==> src/rtl/cpu_run_ctrl_if.sv <==
// Key / debug-bus bundle between the board, the CPU and the run controller.
// The master side is the board and CPU; the slave side is cpu_run_ctrl.
interface cpu_run_ctrl_if;
    logic [2:0]  key;
    logic        bp_en;
    logic [7:0]  bp_addr;
    logic [7:0]  pc;
    logic [15:0] ir;
    logic        cpu_en;
    logic [1:0]  state;
    logic [1:0]  halt_cause;
    logic [15:0] instr_cnt;

    modport master (
        output key, bp_en, bp_addr, pc, ir,
        input  cpu_en, state, halt_cause, instr_cnt
    );

    modport slave (
        input  key, bp_en, bp_addr, pc, ir,
        output cpu_en, state, halt_cause, instr_cnt
    );
endinterface

==> src/rtl/cpu_run_ctrl.sv <==
// Execution controller: debounces the step/run/clear keys, issues single
// cpu_en pulses (step or paced free-run), stops on breakpoint or HALT opcode,
// and counts executed instructions with saturation.
module cpu_run_ctrl #(
    parameter int         DEBOUNCE_CYCLES = 500000,
    parameter int         RUN_DIV         = 5000000,
    parameter logic [3:0] HALT_OP         = 4'hF
) (
    input logic          clk,
    input logic          rst,
    cpu_run_ctrl_if.slave bus
);

    localparam int DB_W  = (DEBOUNCE_CYCLES > 1) ? $clog2(DEBOUNCE_CYCLES) : 1;
    localparam int DIV_W = (RUN_DIV > 1) ? $clog2(RUN_DIV) : 1;
    localparam logic [DB_W-1:0]  DB_LAST  = DB_W'(DEBOUNCE_CYCLES - 1);
    localparam logic [DIV_W-1:0] DIV_LAST = DIV_W'(RUN_DIV - 1);

    localparam logic [1:0] CAUSE_NONE = 2'b00;
    localparam logic [1:0] CAUSE_BP   = 2'b01;
    localparam logic [1:0] CAUSE_OP   = 2'b10;

    typedef enum logic [1:0] {
        ST_IDLE = 2'b00,
        ST_RUN  = 2'b10,
        ST_HALT = 2'b11
    } state_t;

    // Saturating instruction counter increment.
    function automatic logic [15:0] sat_inc(input logic [15:0] v);
        return (v == 16'hFFFF) ? v : v + 16'd1;
    endfunction

    // Stage p0: debounce
    logic [DB_W-1:0] db_cnt_p0 [3];
    logic [2:0]      db_lvl_p0;
    logic [2:0]      db_prev_p0;
    logic [2:0]      press_p0;
    logic            clr_press, run_press, step_press;

    // Stage p1: run control
    state_t           state_p1, state_nxt;
    logic [1:0]       cause_p1, cause_nxt;
    logic [DIV_W-1:0] div_p1, div_nxt;
    logic             skip_p1, skip_nxt;
    logic             cpu_en_p1, cpu_en_nxt;
    logic [15:0]      instr_cnt_p1, cnt_nxt;
    logic             tick, is_halt_op, bp_hit;

    // Each key's level flips only after DEBOUNCE_CYCLES consecutive samples that disagree with it.
    always_ff @(posedge clk or negedge rst) begin
        if (!rst) begin
            for (int i = 0; i < 3; i++) begin
                db_cnt_p0[i] <= '0;
            end
            db_lvl_p0  <= '0;
            db_prev_p0 <= '0;
        end else begin
            db_prev_p0 <= db_lvl_p0;
            for (int i = 0; i < 3; i++) begin
                if (bus.key[i] == db_lvl_p0[i]) begin
                    db_cnt_p0[i] <= '0;
                end else if (db_cnt_p0[i] == DB_LAST) begin
                    db_lvl_p0[i] <= bus.key[i];
                    db_cnt_p0[i] <= '0;
                end else begin
                    db_cnt_p0[i] <= db_cnt_p0[i] + DB_W'(1);
                end
            end
        end
    end

    // Rising debounced level is a one-cycle press; clear beats run/stop beats step.
    assign press_p0   = db_lvl_p0 & ~db_prev_p0;
    assign clr_press  = press_p0[2];
    assign run_press  = press_p0[1] & ~press_p0[2];
    assign step_press = press_p0[0] & ~press_p0[1] & ~press_p0[2];

    assign tick       = (div_p1 == DIV_LAST);
    assign is_halt_op = ((bus.ir & 16'hF000) == {HALT_OP, 12'h000});
    assign bp_hit     = bus.bp_en && (bus.pc == bus.bp_addr);

    // Control state register.
    always_ff @(posedge clk or negedge rst) begin
        if (!rst) begin
            state_p1     <= ST_IDLE;
            cause_p1     <= CAUSE_NONE;
            div_p1       <= '0;
            skip_p1      <= 1'b0;
            cpu_en_p1    <= 1'b0;
            instr_cnt_p1 <= '0;
        end else begin
            state_p1     <= state_nxt;
            cause_p1     <= cause_nxt;
            div_p1       <= div_nxt;
            skip_p1      <= skip_nxt;
            cpu_en_p1    <= cpu_en_nxt;
            instr_cnt_p1 <= cnt_nxt;
        end
    end

    // Next-state, pacing divider, stop checks and pulse scheduling.
    always_comb begin
        state_nxt  = state_p1;
        cause_nxt  = cause_p1;
        div_nxt    = div_p1;
        skip_nxt   = skip_p1;
        cpu_en_nxt = 1'b0;
        cnt_nxt    = instr_cnt_p1;
        if (clr_press) begin
            state_nxt = ST_IDLE;
            cause_nxt = CAUSE_NONE;
            div_nxt   = '0;
            skip_nxt  = 1'b0;
            cnt_nxt   = '0;
        end else begin
            case (state_p1)
                ST_IDLE: begin
                    if (run_press) begin
                        state_nxt = ST_RUN;
                        div_nxt   = '0;
                        skip_nxt  = 1'b1;
                    end else if (step_press) begin
                        cpu_en_nxt = 1'b1;
                    end
                end
                ST_RUN: begin
                    if (run_press) begin
                        state_nxt = ST_IDLE;
                        div_nxt   = '0;
                    end else begin
                        div_nxt = tick ? '0 : div_p1 + DIV_W'(1);
                        if (tick) begin
                            // The first tick after (re)starting executes unconditionally
                            // so a breakpoint at the current pc does not re-trigger.
                            if (skip_p1) begin
                                cpu_en_nxt = 1'b1;
                                skip_nxt   = 1'b0;
                            end else if (is_halt_op) begin
                                state_nxt = ST_HALT;
                                cause_nxt = CAUSE_OP;
                            end else if (bp_hit) begin
                                state_nxt = ST_HALT;
                                cause_nxt = CAUSE_BP;
                            end else begin
                                cpu_en_nxt = 1'b1;
                            end
                        end
                    end
                end
                ST_HALT: begin
                    if (run_press && cause_p1 == CAUSE_BP) begin
                        state_nxt = ST_RUN;
                        div_nxt   = '0;
                        skip_nxt  = 1'b1;
                        cause_nxt = CAUSE_NONE;
                    end
                end
                default: begin
                    state_nxt = ST_IDLE;
                end
            endcase
        end
        if (cpu_en_nxt) begin
            cnt_nxt = sat_inc(instr_cnt_p1);
        end
    end

    assign bus.cpu_en     = cpu_en_p1;
    assign bus.state      = state_p1;
    assign bus.halt_cause = cause_p1;
    assign bus.instr_cnt  = instr_cnt_p1;

endmodule

==> src/flat_wrapper.sv <==
// flat-port wrapper written by rule: the top's interface ports become plain ports
module cpu_run_ctrl_flat 
#(
    parameter int         DEBOUNCE_CYCLES = 500000,
    parameter int         RUN_DIV         = 5000000,
    parameter logic [3:0] HALT_OP         = 4'hF
)
  (clk, rst, bus_key, bus_bp_en, bus_bp_addr, bus_pc, bus_ir, bus_cpu_en, bus_state, bus_halt_cause, bus_instr_cnt);
  cpu_run_ctrl_if bus_i ();
  input logic clk;
  input logic rst;
  input wire logic [$bits(bus_i.key)-1:0] bus_key;
  input wire logic [$bits(bus_i.bp_en)-1:0] bus_bp_en;
  input wire logic [$bits(bus_i.bp_addr)-1:0] bus_bp_addr;
  input wire logic [$bits(bus_i.pc)-1:0] bus_pc;
  input wire logic [$bits(bus_i.ir)-1:0] bus_ir;
  output wire logic [$bits(bus_i.cpu_en)-1:0] bus_cpu_en;
  output wire logic [$bits(bus_i.state)-1:0] bus_state;
  output wire logic [$bits(bus_i.halt_cause)-1:0] bus_halt_cause;
  output wire logic [$bits(bus_i.instr_cnt)-1:0] bus_instr_cnt;
  assign bus_i.key = bus_key;
  assign bus_i.bp_en = bus_bp_en;
  assign bus_i.bp_addr = bus_bp_addr;
  assign bus_i.pc = bus_pc;
  assign bus_i.ir = bus_ir;
  assign bus_cpu_en = bus_i.cpu_en;
  assign bus_state = bus_i.state;
  assign bus_halt_cause = bus_i.halt_cause;
  assign bus_instr_cnt = bus_i.instr_cnt;
  cpu_run_ctrl #(.DEBOUNCE_CYCLES(DEBOUNCE_CYCLES), .RUN_DIV(RUN_DIV), .HALT_OP(HALT_OP)) u_core (.clk(clk), .rst(rst), .bus(bus_i));
endmodule
==> config.mk <==
export PLATFORM = sky130hd
export DESIGN_NAME = cpu_run_ctrl_flat
export DESIGN_NICKNAME = d
export VERILOG_FILES = /design/src/rtl/cpu_run_ctrl_if.sv /design/src/rtl/cpu_run_ctrl.sv /design/src/flat_wrapper.sv
export SDC_FILE = /design/constraint.sdc
export NUM_CORES = 1
export LEC_CHECK = 0
export BUFFER_PORTS_ARGS = -buffer_cell sky130_fd_sc_hd__buf_2
export CAP_MARGIN = 15
export CORE_ASPECT_RATIO = 1.75
export CORE_MARGIN = 5
export CORE_UTILIZATION = 55
export DETAILED_ROUTE_END_ITERATION = 7
export PLACE_DENSITY = 0.73
export REMOVE_ABC_BUFFERS = 1
export SLEW_MARGIN = 20
export SYNTH_ARGS = -nofsm -noshare
export SYNTH_HDL_FRONTEND = slang
export SYNTH_SLANG_ARGS = --single-unit
==> constraint.sdc <==
create_clock -name clk -period 3.94 [get_ports clk]
set_input_delay 0.197 -clock clk [delete_from_list [all_inputs] [get_ports clk]]
set_output_delay 0.197 -clock clk [all_outputs]
set_load 0.02 [all_outputs]
==> results of run 1 <==
==> synthesized netlist by cell type (4+ instances only) <==
cell	count
inv_1	13
nor2b_1	4
or3_1	11
xor2_1	40
and3_1	13
nor4_1	14
nand4_1	15
mux2_2	4
nor3_1	20
o31ai_1	9
nand3_1	45
nor2_1	91
or2_2	5
nand2_1	49
clkbuf_1	9
or4_1	5
a21oi_1	15
nand2b_1	7
o21ai_0	27
ha_1	9
and4_1	10
xnor2_1	29
buf_2	4
dfrtp_1	108
==> per-stage QoR <==
stage | cell area [um2] | util [%] | power, mW | hold WS, ns
2_1_floorplan | 5530 | - | 1.19 | -0.0986
3_5_place_dp | 5940 | 59.9 | 1.24 | 0.448
4_1_cts | 6290 | 63.4 | 2.28 | 0.102
5_1_grt | 6310 | 63.7 | 2.33 | 0.115
3_3_place_gp | 5940 | 59.9 | 1.24 | 0.429
6_report | 6310 | 63.7 | 2.26 | 0.108
==> cell type report <==
cell class,count,share of cell area (%)
Inverter,13,0.774
Clock inverter,5,1.71
Timing Repair Buffer,50,4.26
Clock buffer,11,3.85
Tap cell,125,2.48
Multi-Input combinational cell,459,44.1
Sequential cell,108,42.8
==> power groups by stage <==
stage / logic [mW] / clock network (mW) / registers, mW
global route: 0.0989 / 1.10 / 1.13
finish: 0.0857 / 1.04 / 1.13
detailed placement: 0.0861 / 0 / 1.15
CTS: 0.0872 / 1.06 / 1.13
floorplan: 0.0384 / 0 / 1.15
global placement: 0.0826 / 0 / 1.15
==> worst register-to-register path, stage by stage (launching register included) <==
cell and delay (ns):
dfrtp_1 0.45, inv_1 0.12, ha_1 0.30, mux2i_1 0.11, o211a_1 0.57, or3_1 0.65
or3_1 0.40, o21ai_0 0.07
==> final timing paths <==
check	start	endpoint	slack (ns)
worst max-delay path	u_core.bus.state[0]	u_core.div_p1[11]	1.18
worst min-delay path	bus_key[1]	u_core.db_lvl_p0[1]	0.11
worst max register to register	u_core.bus.state[0]	u_core.div_p1[11]	1.18
worst min register to register	u_core.db_lvl_p0[0]	u_core.db_prev_p0[0]	0.47
max in group asynchronous	rst	u_core.div_p1[12]	2.68
min in group asynchronous	rst	u_core.db_cnt_p0[48]	0.46
==> cell usage in the layout (no fill, tap or decap), drive strengths merged, types with 10 or more instances in the layout <==
cell,Yosys,final
inv,13,14
nor2,91,91
xnor2,29,29
nand2,49,49
a21oi,16,16
or3,11,11
buf,7,49
nand3,45,45
xor2,40,40
nor3,21,21
and3,13,13
nand4,15,15
nor4,15,15
dfrtp,108,108
and4,10,10
o21ai,29,29
clkbuf,10,11
==> sequential cells by signal, indices dropped and copies added, names as in the netlist <==
register and cells:
u_core.db_cnt_p0 57, u_core.div_p1 23, u_core.bus.instr_cnt 16, u_core.db_lvl_p0 3
u_core.db_prev_p0 3, u_core.bus.halt_cause 2, u_core.bus.state 2, u_core.bus.cpu_en 1
u_core.skip_p1 1
==> repair_timing <==
item / in CTS / in global routing
endpoints found under the hold margin: 0 / 27
resized for setup: 0 / 0
setup endpoints to repair: 0 / 0
hold buffers: 0 / 1
==> logic make-up after synthesis <==
kind of cell / after synthesis / share of synthesized area [%]
XOR/XNOR: 69 / 10.8
multiplexers: 7 / 1.34
adder cells (fa/ha/maj): 9 / 2.01
buffers and inverters: 30 / 2.26
flip-flops: 108 / 48.2
AO/OA/AOI/OAI: 69 / 7.50
AND/OR/NAND/NOR: 305 / 27.9
==> metal layers <==
layer	vias to the layer above	global-route usage, %	part of all wire, %
met4	0	8.70	1.9
met1	2227	22.6	38
met3	19	4.13	4.4
met5	-	0	0
met2	94	39.6	55
li1	2182	-	-
==> flow_metrics.env, run 1 <==
export IMPL_ys_seq_area_share_pct=48.2
export IMPL_htreeDepth=3
export IMPL_synth_area_leaders="dfrtp_1 (48%), xor2_1 (6.3%), nor2_1 (6.1%)"
export IMPL_crit_buf_inv=1
export IMPL_critPathCaptureType="flop"
export IMPL_start_kind="flop"
export IMPL_rsz0062_at_grt="false"
export IMPL_fmax_ghz=0.363
export IMPL_syn_instance_count=597
export IMPL_fin_nets=688
export IMPL_regArea_um2=2700
export IMPL_crit_chain="inv_1 -> ha_1 -> mux2i_1 -> o211a_1 -> or3_1 -> or3_1 -> o21ai_0"
export IMPL_placementRows=48
export IMPL_clkPwrFrac_pct=46.2
export IMPL_p_sw_mw=0.471
export IMPL_power_share_sequential_pct=50.0
export IMPL_gp_congestion=0.794
export IMPL_numClockSinks=108
export IMPL_setup_viol=0
export IMPL_setup_tns_ns=0
export IMPL_grt_usage_pct=21.0
export IMPL_synth_top_area_share_pct=48.2
export IMPL_grt_overflow=0
export IMPL_die_w_um=86.3
export IMPL_synth_ff_latch_count=108
export IMPL_cts_clk_slew_worst_paths_ns=0.07
export IMPL_synth_ff_type="dfrtp_1"
export IMPL_ios=59
export IMPL_dp_slack_ns=1.22
export IMPL_final_layout_size_suffix_gt1_share_pct=12.2
export IMPL_final_cells=771
export IMPL_hold_depth=2
export IMPL_vias=4522
export IMPL_syn_avg_cell_area_um2=9.39
export IMPL_finalCritPeriodShare_pct=70.0
export IMPL_via_per_inst=5.87
export IMPL_yosys_warnings=0
export IMPL_crit_arrival_ns=3.02
export IMPL_grt_pass1_wl_um=20900
export IMPL_min_path_type="in -> reg"
export IMPL_clk_latency_ns=0.35
export IMPL_post_drt_wl_per_cell_um=15.7
export IMPL_die_h_um=144
export IMPL_p_comb_share_pct=3.8
export IMPL_fillers=824
export IMPL_finalHoldViolCount=0
export IMPL_drc=0
export IMPL_cts_setup_buffers=0
export IMPL_multi_input_area_um2=2780
export IMPL_clock_path_buffers=2
export IMPL_crit_fanout=31
export IMPL_cts_buffers=9
export IMPL_drtIter0Drc=274
export IMPL_ys_types=52
export IMPL_grt_max_degree=86
export IMPL_finClkSkew_ns=0.00793
export IMPL_max_stage_delay_ns=0.65
export IMPL_cts_tree="built"
export IMPL_antenna_cells=0
export IMPL_pwr_density_cell_nw_per_um2=359
export IMPL_synth_top_cell_by_area="dfrtp_1"
export IMPL_outcome="finished clean"
export IMPL_worstSetupPathType="reg -> reg"
export IMPL_syn_area_um2=5600
export IMPL_setup_slack_ns=1.18
export IMPL_drt_pass1_iterations=4
export IMPL_crit_family="simple AND/OR/NAND/NOR gates"
export IMPL_netSwitchingFraction_pct=20.8
export IMPL_portBuffers=46
export IMPL_max_slew_worst_pin_slew_ns=0.892
export IMPL_cp_common_cell="or3_1"
export IMPL_synth_edff_count=0
export IMPL_rr_worst_depth=7
export IMPL_fin_crit_ns=2.76
export IMPL_p_leak_nw=2.78
export IMPL_dpl_hpwl_um=8500
export IMPL_relSlewSlack_pct=40.6
export IMPL_slowest_stage="or3_1"
export IMPL_grt_pass1_vias=4683
export IMPL_wirelength_um=12100
export IMPL_required_ns=4.21
export IMPL_syn_to_final_growth_pct=12.6
export IMPL_antenna_found_initial=0
export IMPL_place_inst=754
export IMPL_drv_cap=0
export IMPL_async_flop_share_pct=100
export IMPL_clockRootBuffer="clkbuf_16"
export IMPL_p_int_mw=1.79
export IMPL_maxSlewViolCount=0
export IMPL_ir_drop_mv=0.382
export IMPL_dieArea_um2=12400
export IMPL_start_util_pct=56.5
export IMPL_core_area_um2=9910
export IMPL_cp_num_cells=7
export IMPL_postRouteAntennaNets=0
Note: power is estimated with default switching activity, not from simulation.
==> inputs of run 2 (changes only) <==
CORE_UTILIZATION = 53   (was 55)
PLACE_DENSITY = 0.74   (was 0.73)
clock period = 2.2 ns   (was 3.94 ns; I/O delays follow)
==> run 2 against run 1 <==
Effect of this change:
- the run now ends with negative setup slack left
- critical endpoint is now u_core.bus.instr_cnt[5]
- combinational power grew 110%
- core utilization increased by 2.7 points
- routed wire length grew 7.5%
- count of clock-buffer cells in the layout increased by 1
- setup slack got worse by 1.2 ns
==> flow_metrics.env, run 2 (synthesis results as in run 1) <==
export IMPL_outcome="finished, violations left"
export IMPL_violations="negative setup slack"
export IMPL_final_cell_mix="dfrtp_1 (108), nor2_1 (91), buf_4 (68), nand2_1 (49), buf_2 (45)"
export IMPL_min_path_type="in -> reg"
export IMPL_syn_to_final_growth_pct=22.0
export IMPL_dpl_hpwl_um=9670
export IMPL_grt_pass1_vias=5029
export IMPL_clk_latency_ns=0.35
export IMPL_numClockSinks=108
export IMPL_ir_drop_mv=0.471
export IMPL_die_w_um=87.7
export IMPL_gp_congestion=0.897
export IMPL_total_power_mw=3.86
export IMPL_grt_usage_pct=22.1
export IMPL_post_drt_wl_per_cell_um=15.5
export IMPL_fin_crit_ns=2.26
export IMPL_dieArea_um2=12800
export IMPL_finalCritPeriodShare_pct=103
export IMPL_endpoint="u_core.bus.instr_cnt[5]"
export IMPL_start_util_pct=54.4
export IMPL_clock_path_buffers=2
export IMPL_setup_slack_ns=-0.0592
export IMPL_max_slew_worst_pin_slew_ns=0.466
export IMPL_clockRootBuffer="clkbuf_16"
export IMPL_grt_overflow=0
export IMPL_final_layout_size_suffix_gt1_share_pct=22.5
export IMPL_finalHoldViolCount=0
export IMPL_placementRows=49
export IMPL_pwr_density_cell_nw_per_um2=564
export IMPL_p_leak_nw=3.11
export IMPL_drc=0
export IMPL_fin_nets=754
export IMPL_portBuffers=46
export IMPL_core_area_um2=10300
export IMPL_grt_pass1_wl_um=23000
export IMPL_setup_viol=11
export IMPL_via_per_inst=5.70
export IMPL_postRouteAntennaNets=0
export IMPL_cts_clk_slew_worst_paths_ns=0.07
export IMPL_die_h_um=146
export IMPL_required_ns=2.47
export IMPL_maxSlewViolCount=0
export IMPL_relSlewSlack_pct=68.9
export IMPL_htreeDepth=3
export IMPL_drv_cap=0
export IMPL_fmax_ghz=0.443
export IMPL_fin_hold_ws_ns=0.0439
export IMPL_finClkSkew_ns=0.0138
export IMPL_r2r_slack_ns=-0.06
export IMPL_grt_max_degree=47
export IMPL_ios=59
export IMPL_crit_arrival_ns=2.53
export IMPL_start_kind="flop"
export IMPL_worstSetupPathType="reg -> reg"
export IMPL_r2r_start="u_core.div_p1[17]"
export IMPL_drtIter0Drc=220
export IMPL_setup_tns_ns=-0.391
export IMPL_regMostFlops="u_core.db_cnt_p0"
export IMPL_vias=4781
export IMPL_r2r_end="u_core.bus.instr_cnt[5]"
export IMPL_layout_commonest_cell="dfrtp_1"
export IMPL_rr_worst_depth=6
export IMPL_largest_register_ffs=57
export IMPL_drt_pass1_iterations=5
export IMPL_antenna_found_initial=0
export IMPL_setup_worst_path_start="u_core.div_p1[17]"
export IMPL_antenna_cells=0
export IMPL_critPathCaptureType="flop"
export IMPL_cts_buffers=9
export IMPL_wirelength_um=13000
export IMPL_crit_fanout=8
export IMPL_cts_tree="built"
export IMPL_rsz0062_at_grt="true"
-- run 2: layout make-up --
type,instances,area (um2)
repair buffers,115,766
clock buffers,12,256
flip-flops and latches,108,2700
multi-input cells,460,2850
clock inverters,4,56.3
well taps,127,159
fillers,823,3460
inverters,13,48.8
-- run 2: metal layers --
metal,wire (um),part of all wire [%],up-vias,GRT usage (%)
li1,-,-,2336,-
met1,5060,39,2319,26.4
met2,7130,55,93,37.8
met3,412,3.2,33,3.83
met4,427,3.3,0,10.1
met5,0,0,-,0
-- run 2: worst min path at each step --
stage / from / end / cells past startpoint
detailed placement: rst / u_core.db_cnt_p0[31] / 1
CTS: bus_key[2] / u_core.db_lvl_p0[2] / 2
finish: bus_key[0] / u_core.db_lvl_p0[0] / 2
global placement: rst / u_core.db_cnt_p0[32] / 1
global route: bus_key[0] / u_core.db_lvl_p0[0] / 2
floorplan: rst / u_core.bus.cpu_en / 0
-- run 2: report_power, final --
group          total, mW  switching, mW  internal [mW]
combinational      0.177          0.110         0.0673
sequential          2.02         0.0189           2.00
clock               1.66          0.704          0.954
total               3.86          0.833           3.03
-- run 2: per-stage QoR --
stage | area, um2 | worst slack [ns] | cells | utilization, %
6_report | 6840 | -0.0592 | 839 | 66.4
5_1_grt | 6840 | -0.157 | 839 | 66.4
4_1_cts | 6790 | -0.0854 | 839 | 66.0
3_5_place_dp | 6420 | -0.128 | 818 | 62.3
3_3_place_gp | 6420 | -0.0547 | 818 | 62.3
2_1_floorplan | 5530 | -0.185 | 580 | -
-- run 2: what timing repair did --
| item | 4_1_cts | 5_1_grt |
|---|---|---|
| gates cloned | 1 | 0 |
| pin swaps | 8 | 1 |
| endpoints found under the setup margin | 13 | 25 |
| setup buffers | 3 | 0 |
| gates resized for setup | 6 | 10 |
| endpoints found under the hold margin | 30 | 0 |
| hold buffers | 1 | 0 |
-- run 2: critical path, stage by stage, from the launching register on --
cell and delay (ns):
dfrtp_1 0.39, or4b_4 0.54, nor3_2 0.22, and4bb_2 0.30, a21oi_4 0.10, or4_4 0.50
a21oi_2 0.14
==> inputs of run 3 (changes only) <==
ABC_AREA = 1   (was default)
CORE_UTILIZATION = 54   (was 53)
PLACE_DENSITY = 0.75   (was 0.74)
==> run 3 against run 2 <==
Effect of this change:
- the flow now finishes without violations
- via count rose by 8.8%
- final cell count rose by 14%
- clock skew fell by 0.0089 ns
- worst hold slack got worse by 0.028 ns
- largest cell class unchanged
- synthesized cell count rose by 28%
- sequential cell count did not move
- highest routed layer unchanged
- setup slack improved by 0.28 ns
- clock power fell by 6%
- design area fell by 1.4%
==> flow_metrics.env, run 3 <==
export IMPL_final_cell_mix="nand2_1 (137), dfrtp_1 (108), nor2_1 (100), inv_1 (96), nand3_1 (55)"
export IMPL_clock_path_buffers=2
export IMPL_ys_seq_area_share_pct=45.0
export IMPL_max_stage_delay_ns=0.37
export IMPL_place_inst=942
export IMPL_largest_register_ffs=57
export IMPL_synth_commonest_cells="nand2_1 (137), dfrtp_1 (108), nor2_1 (101), inv_1 (96), nand3_1 (56)"
export IMPL_grt_usage_pct=19.8
export IMPL_clockRootBuffer="clkbuf_16"
export IMPL_ios=59
export IMPL_worstSetupPathType="reg -> reg"
export IMPL_vias=5203
export IMPL_multi_input_area_um2=2870
export IMPL_p_leak_nw=3.21
export IMPL_required_ns=2.48
export IMPL_hold_start="bus_key[2]"
export IMPL_post_drt_wl_per_cell_um=13.2
export IMPL_antenna_found_initial=0
export IMPL_grt_pass1_vias=5193
export IMPL_power_share_sequential_pct=46.1
export IMPL_layout_commonest_cell="nand2_1"
export IMPL_core_area_um2=11000
export IMPL_portBuffers=46
export IMPL_async_flop_share_pct=100
export IMPL_fin_nets=869
export IMPL_numClockSinks=108
export IMPL_drtIter0Drc=234
export IMPL_netSwitchingFraction_pct=31.8
export IMPL_synth_most_common_cell="nand2_1"
export IMPL_drt_pass1_iterations=5
export IMPL_outcome="finished clean"
export IMPL_wirelength_um=12700
export IMPL_synth_area_leaders="dfrtp_1 (45%), nand2_1 (8.6%), nor2_1 (6.3%)"
export IMPL_grt_pass1_wl_um=22500
export IMPL_maxSlewViolCount=0
export IMPL_synth_edff_count=0
export IMPL_hold_end="u_core.db_lvl_p0[2]"
export IMPL_r2r_start="u_core.db_cnt_p0[0]"
export IMPL_finClkSkew_ns=0.00492
export IMPL_regMostFlops="u_core.db_cnt_p0"
export IMPL_pwr_density_cell_nw_per_um2=685
export IMPL_min_path_type="in -> reg"
export IMPL_start_kind="flop"
export IMPL_p_sw_mw=1.47
export IMPL_synth_ff_latch_count=108
export IMPL_total_power_mw=4.62
export IMPL_ir_drop_mv=0.505
export IMPL_crit_chain="ha_1 -> nand3_1 -> nor2_2 -> inv_2 -> nor2_2 -> nand3_2 -> nor2_4 -> nand3_1 -> nor2_1 -> o21ai_1 -> a21oi_1"
export IMPL_cts_clk_slew_worst_paths_ns=0.07
export IMPL_start_util_pct=54.5
export IMPL_setup_worst_path_start="u_core.db_cnt_p0[0]"
export IMPL_finalCritPeriodShare_pct=90.1
export IMPL_setup_viol=0
export IMPL_postRouteAntennaNets=0
export IMPL_dpl_hpwl_um=9550
export IMPL_r2r_end="u_core.db_cnt_p0[18]"
export IMPL_hold_depth=2
export IMPL_setup_tns_ns=0
export IMPL_clk_latency_ns=0.35
export IMPL_crit_arrival_ns=2.26
export IMPL_rsz0062_at_grt="false"
export IMPL_final_layout_size_suffix_gt1_share_pct=15.5
export IMPL_grt_overflow=0
export IMPL_dieArea_um2=13400
export IMPL_grt_max_degree=50
export IMPL_clkPwrFrac_pct=33.7
export IMPL_r2r_slack_ns=0.22
export IMPL_p_comb_share_pct=20.2
export IMPL_synth_top_cell_by_area="dfrtp_1"
export IMPL_final_cells=959
export IMPL_drc=0
export IMPL_htreeDepth=3
export IMPL_syn_instance_count=763
export IMPL_slowest_stage="dfrtp_1"
export IMPL_relSlewSlack_pct=58.0
export IMPL_critPathCaptureType="flop"
export IMPL_p_int_mw=3.15
export IMPL_placementRows=51
export IMPL_drv_cap=0
export IMPL_crit_fanout=4
export IMPL_antenna_cells=0
export IMPL_syn_avg_cell_area_um2=7.88
export IMPL_die_w_um=89.8
export IMPL_synth_top_area_share_pct=45.0
export IMPL_fmax_ghz=0.505
export IMPL_fillers=963
export IMPL_gp_congestion=0.890
export IMPL_cts_buffers=9
export IMPL_finalHoldViolCount=0
export IMPL_rr_worst_depth=11
export IMPL_yosys_warnings=0
export IMPL_cts_tree="built"
export IMPL_regArea_um2=2700
export IMPL_die_h_um=150
export IMPL_fin_crit_ns=1.98
export IMPL_ys_types=44
export IMPL_max_slew_worst_pin_slew_ns=0.630
export IMPL_syn_area_um2=6010
export IMPL_syn_to_final_growth_pct=12.1
export IMPL_synth_ff_type="dfrtp_1"
export IMPL_via_per_inst=5.43
run 3: changes by cell type after synthesis, sizes merged, moves of 17 or more:
cell,change
inv,+97
nor2,+29
nand4,+17
xnor2,-23
a21oi,+24
nand2,+98
run 3: worst max-delay path by stage:
stage	cells after the start	end	slack, ns
after floorplan	11	u_core.bus.instr_cnt[13]	0.37
after global placement	12	u_core.db_cnt_p0[35]	0.26
after detailed placement	11	u_core.db_cnt_p0[18]	0.15
after CTS	11	u_core.db_cnt_p0[18]	0.13
after global routing	11	u_core.db_cnt_p0[18]	0.002
final	11	u_core.db_cnt_p0[18]	0.22
run 3: power by group through the flow:
stage	sequential, mW	clock [mW]	combinational [mW]
floorplan	2.19	0	0.611
global placement	2.17	0	0.896
detailed placement	2.17	0	0.936
CTS	2.13	1.60	0.945
global route	2.14	1.68	1.05
finish	2.13	1.56	0.931
run 3: worst max-delay path, delay by kind of cell (launching register included):
family	cells	cell delay, ns
and+or+nand+nor	7	1.09
DFF	1	0.37
AOI/OAI and AO/OA	2	0.19
adders and majority gates	1	0.20
buffers and inverters	1	0.06
run 3: final cells by class:
cell class,instances,area share (%)
Multi-Input combinational cell,538,42.5
Sequential cell,108,40.1
Inverter,110,6.16
Timing Repair Buffer,55,4.49
Clock buffer,10,3.55
Tap cell,132,2.45
Clock inverter,6,0.724
run 3: layer usage:
| layer | global-route usage, % | routed length, um |
|---|---|---|
| met1 | 21.6 | 5110 |
| met2 | 37.3 | 6770 |
| met3 | 3.97 | 492 |
| met4 | 7.19 | 289 |
| met5 | 0 | 0 |
run 3: through the flow:
| stage | setup slack, ns | util [%] | hold WS [ns] | instance area [um2] |
|---|---|---|---|---|
| finish | 0.218 | 61.1 | 0.0159 | 6740 |
| global route | 0.00162 | 61.1 | 0.0131 | 6740 |
| CTS | 0.129 | 60.9 | 0.00817 | 6730 |
| detailed placement | 0.149 | 58.2 | 0.181 | 6430 |
| global placement | 0.260 | 58.2 | 0.179 | 6430 |
| floorplan | 0.375 | - | -0.186 | 5970 |
run 3: cells by family after synthesis:
| family | Yosys count | synth area share (%) |
|---|---|---|
| simple gates | 410 | 32.7 |
| buf+inv | 117 | 7.58 |
| flops | 108 | 45.0 |
| compound gates | 81 | 7.24 |
| xor+xnor | 36 | 5.24 |
| fa+ha+maj | 9 | 1.87 |
| mux | 2 | 0.375 |
run 3: timing repair:
action / in CTS / in global routing
endpoints found under the setup margin: 0 / 3
setup buffers: 0 / 0
hold endpoints to repair: 45 / 0
gates resized for setup: 0 / 3
hold buffers: 1 / 0
